### config.mk
export PLATFORM = sky130hd
export DESIGN_NAME = hamming_decoder
export DESIGN_NICKNAME = d
export VERILOG_FILES = /design/src/rtl/ham_pkg.sv /design/src/rtl/ham_syndrome.sv /design/src/rtl/hamming_decoder.sv
export SDC_FILE = /design/constraint.sdc
export NUM_CORES = 1
export LEC_CHECK = 0
export CORE_MARGIN = 5
export CORE_UTILIZATION = 37
export DETAILED_ROUTE_END_ITERATION = 10
export PLACE_DENSITY = 0.84
export SKIP_CTS_REPAIR_TIMING = 1
export SLEW_MARGIN = 20
export SYNTH_ARGS = -nofsm -noshare
export SYNTH_HDL_FRONTEND = slang
export SYNTH_HIERARCHICAL = 1
export SYNTH_SLANG_ARGS = --single-unit
### constraint.sdc
create_clock -name clk -period 1.33 [get_ports clk]
set_clock_uncertainty 0.05 [all_clocks]
set_input_delay 0.133 -clock clk [delete_from_list [all_inputs] [get_ports clk]]
set_output_delay 0.133 -clock clk [all_outputs]
set_load 0.005 [all_outputs]
### src/rtl/ham_pkg.sv
// Shared definitions for the Hamming(7,4) receive path.
// Codeword bit i holds code position i+1; parity sits at positions 1, 2 and 4.
package ham_pkg;

    localparam int CW_W   = 7;
    localparam int DATA_W = 4;
    localparam int SYN_W  = 3;

    // Parity positions (1-based code positions)
    localparam int POS_P1 = 1;
    localparam int POS_P2 = 2;
    localparam int POS_P4 = 4;

    // Data positions (1-based code positions)
    localparam int POS_D3 = 3;
    localparam int POS_D5 = 5;
    localparam int POS_D6 = 6;
    localparam int POS_D7 = 7;

    typedef logic [CW_W-1:0]   codeword_t;
    typedef logic [DATA_W-1:0] data_t;
    typedef logic [SYN_W-1:0]  syndrome_t;

endpackage

### src/rtl/ham_syndrome.sv
// Combinational even-parity syndrome for a Hamming(7,4) codeword.
// The result is the binary 1-based position of a single flipped bit, or 0 when clean.
module ham_syndrome
    import ham_pkg::*;
(
    input  codeword_t cw_i,
    output syndrome_t syn_o
);

    // Each syndrome bit checks the positions whose index has that bit set
    always_comb begin
        syn_o    = '0;
        syn_o[0] = cw_i[POS_P1-1] ^ cw_i[POS_D3-1] ^ cw_i[POS_D5-1] ^ cw_i[POS_D7-1];
        syn_o[1] = cw_i[POS_P2-1] ^ cw_i[POS_D3-1] ^ cw_i[POS_D6-1] ^ cw_i[POS_D7-1];
        syn_o[2] = cw_i[POS_P4-1] ^ cw_i[POS_D5-1] ^ cw_i[POS_D6-1] ^ cw_i[POS_D7-1];
    end

endmodule

### src/rtl/hamming_decoder.sv
// Registered Hamming(7,4) single-error-correcting decoder, one-cycle latency.
// Optional feature: define HAM_ERR_COUNT_EN to add a saturating corrected-error
// counter on the err_cnt port.
module hamming_decoder
    import ham_pkg::*;
(
    input  logic              clk,
    input  logic              rst,
    input  logic              in_valid,
    input  logic [CW_W-1:0]   e,
    output logic              out_valid,
    output logic [3:0]        p,
    output logic [DATA_W-1:0] c,
    output logic [CW_W-1:0]   cw
`ifdef HAM_ERR_COUNT_EN
    ,
    output logic [15:0]       err_cnt
`endif
);

    syndrome_t syn;
    codeword_t flip_mask;
    codeword_t cw_fix;
    data_t     data_fix;

    logic      out_valid_q, out_valid_d;
    logic [3:0] p_q, p_d;
    data_t     c_q, c_d;
    codeword_t cw_q, cw_d;

    ham_syndrome u_syndrome (
        .cw_i  (e),
        .syn_o (syn)
    );

    // One-hot mask: bit gi is flipped when the syndrome points at position gi+1
    for (genvar gi = 0; gi < CW_W; gi++) begin : g_mask
        assign flip_mask[gi] = (syn == SYN_W'(gi + 1));
    end

    assign cw_fix   = e ^ flip_mask;
    // Data comes from the corrected word so parity-bit hits leave data alone
    assign data_fix = {cw_fix[POS_D7-1], cw_fix[POS_D6-1], cw_fix[POS_D5-1], cw_fix[POS_D3-1]};

    // Next-state for the output registers: load on valid input, otherwise hold
    always_comb begin
        out_valid_d = in_valid;
        p_d         = p_q;
        c_d         = c_q;
        cw_d        = cw_q;
        if (in_valid) begin
            p_d  = {|syn, syn};
            c_d  = data_fix;
            cw_d = cw_fix;
        end
    end

    // Output registers with synchronous reset that wins over in_valid
    always_ff @(posedge clk) begin
        if (rst) begin
            out_valid_q <= 1'b0;
            p_q         <= '0;
            c_q         <= '0;
            cw_q        <= '0;
        end else begin
            out_valid_q <= out_valid_d;
            p_q         <= p_d;
            c_q         <= c_d;
            cw_q        <= cw_d;
        end
    end

    assign out_valid = out_valid_q;
    assign p         = p_q;
    assign c         = c_q;
    assign cw        = cw_q;

`ifdef HAM_ERR_COUNT_EN
    logic [15:0] err_cnt_q, err_cnt_d;

    // Count accepted words with a non-zero syndrome, sticking at all-ones
    always_comb begin
        err_cnt_d = err_cnt_q;
        if (in_valid && (syn != '0) && (err_cnt_q != 16'hFFFF)) begin
            err_cnt_d = err_cnt_q + 16'd1;
        end
    end

    // Counter register, cleared only by reset
    always_ff @(posedge clk) begin
        if (rst) begin
            err_cnt_q <= '0;
        end else begin
            err_cnt_q <= err_cnt_d;
        end
    end

    assign err_cnt = err_cnt_q;
`endif

endmodule

==> impl_results.md <==
- WHS: around 0.24 ns
- Largest net degree at the start of global routing: 21
- DR WL/cell: 12.74 um
- PwrDens: 1059 nW/um^2
- Starting density of the core: 0.3868
- Post-route ant nets: 0
- Synthesized area: 660.6 um^2
- Critical path required time: between 1 and 1.5 ns
- RSZ-0062 raised after global routing: true
- Netlist cell types: 19
- Final Hold Vio Count: 0
- Via count: 629
- Place WS: -0.8921 ns
- Max Cap Viol: 0
- DRC: 0
- Die area: approximately 2700 um^2
- GP Congestion: around 0.8
- Remaining Overflow, GRT: 0
- Synthesized area per cell: 9.438 um^2
- Element type at the critical path start: input port
- Hold Crit Class: in2reg
- Seq/Total Area, Yosys: 0.3636
- CP Class: in2reg
- Placed wire-length estimate: around 1200 um
- Synth Register Bits: 12
- Cts bufs inserted: 3
- Worst-path clk slew: around 0.08 ns
- Final wirelength: 1733 um
- Cells after synthesis: 70
- Worst skew pair latency: 0.26 ns
- Critical Path Fanout Max: 8
- Achievable Freq: about 750 MHz
- Die W: approximately 52 um
- Fin crit share: 1.000
- Root Driver: clkbuf_4
- Initial antenna violation count: 0
- Fill count: 125
- Tot GR Track Use: 0.1166
- Util after Layout: 0.6952
- Worst-Margin Slew: 0.4490 ns
- Setup violators final: 1
- CP delay by family, top: XOR/XNOR gates
- Area Overhead vs Synth: 79.73%
- H-tree level count: 1
- Initial drt markers: 7
- Failing checks: setup timing
- Post-route setup slack: -0.00005751 ns
- Critical Path Slowest Stage Cell: xnor2_4
- Clock period minus worst slack: 1.330 ns
- Die Ht: 52.26 um
- VDD IR max: 0.8003 mV
- Crit. End Element: flop
- Vias per Instance: 4.625
- Vias in the first global route: 582
- CP cell instances: buf_8 -> xor2_2 -> buf_4 -> xnor2_4 -> buf_6 -> nor3b_4 -> xnor2_1 -> a211oi_1
- IO Pins: 26
- Rel. slew slack: 0.6997
- P_leak: approximately 0.53 nW
- Core footprint: 1708 um^2
- Clock sink count: 12
- CTS Buffer Depth: 2
- Share of cells above drive strength 1: 0.4505
- Status: finished with violations
- Ys Warns: 6
- Final Max Slew Viols: 0
- Crit-path max cell delay: 0.29 ns
- I/O Buffers: 25
- Setup TNS: -0.00005751 ns
- Buf/Inv on CP: 3
- CTS tree: done
- Row count: 15
- Diode count: 0
- Mapped Nets: 80
- First-pass GRT wire length: 2366 um
- Nets: roughly 120
- Worst EP arrival: 1.46 ns
- Drt first pass iters: 4
-- cell usage in the layout (no fill, tap or decap), drive strengths merged, types with 3 or more instances in the layout --
cell type and instances:
a211oi 6, clkdlybuf4s50 16, nor2 11, mux2i 3, buf 24, dfxtp 12
dlymetal6s2s 5, nor3b 3, xnor2 9, clkbuf 6, xor2 4
-- area by class of cell --
| cell class | count | area, um^2 | share of cell area |
|---|---|---|---|
| clock buffer | 4 | 36.28 | 0.03056 |
| multi-input combinational | 48 | 425.4 | 0.3583 |
| sequential | 12 | 250.2 | 0.2107 |
| tap | 25 | 31.28 | 0.02634 |
| timing repair buffer | 47 | 444.2 | 0.3741 |
-- Yosys cell counts --
cell type / count / area (um^2)
o21ai_1: 2 / 10.01
nor3b_2: 3 / 37.54
nand3_1: 1 / 5.000
xnor2_1: 9 / 78.83
or3_1: 2 / 12.51
a211oi_1: 6 / 45.04
buf_6: 3 / 33.78
mux2i_1: 3 / 30.03
nor3_1: 1 / 5.000
nand2_2: 2 / 12.51
nor2_1: 11 / 41.29
nand3b_1: 1 / 7.510
xor2_1: 4 / 35.03
a311oi_1: 2 / 17.52
dfxtp_1: 12 / 240.2
clkbuf_1: 2 / 7.510
buf_2: 1 / 5.000
nor2b_1: 1 / 6.260
buf_4: 4 / 30.03
-- through the flow --
step,std cells,area [um^2],total power [mW]
finish,136,1187,1.258
global placement,128,1021,0.8654
floorplan,70,668.1,0.6717
CTS,132,1057,1.175
global route,136,1187,1.331
detailed placement,128,1021,0.8810
-- layer usage --
layer | vias to the layer above | wire length (um) | track usage
met5 | - | 0 | 0
met4 | 0 | 27 | 0.06383
met3 | 4 | 109 | 0.03134
met2 | 15 | 946 | 0.2155
met1 | 296 | 650 | 0.1165
li1 | 314 | - | -
-- path summary, 6_finish.rpt --
check / startpoint / endpoint / slack (ns) / depth (start not counted)
setup reg to reg: c[1] / c[1] / 0.52 / 3
hold reg to reg: cw[1] / cw[1] / 0.44 / 2
setup / recovery: e[4] / cw[3] / -0.00006 / 8
hold / removal: e[6] / c[3] / 0.24 / 4
-- registers in the layout, summed over array words and instances (netlist names) --
register,flops
cw,3
out_valid,1
c,4
p,4
-- kinds of logic after synthesis --
group / synth area share
simple gates: 0.1932
xor+xnor: 0.1723
flops: 0.3636
compound gates: 0.1098
buf+inv: 0.1155
mux: 0.04546
-- worst register-to-register path, cell delays in order (launching register included) --
cell and delay (ns):
dfxtp_2 0.34, buf_4 0.11, nor2_1 0.03, a211oi_1 0.19
-- power by group --
group	internal, mW	switching (mW)	leakage (nW)
Combinational	0.331	0.219	0.408
Clock	0.166	0.122	0.0210
Sequential	0.400	0.0194	0.102
(Power assumes the default switching activity.)
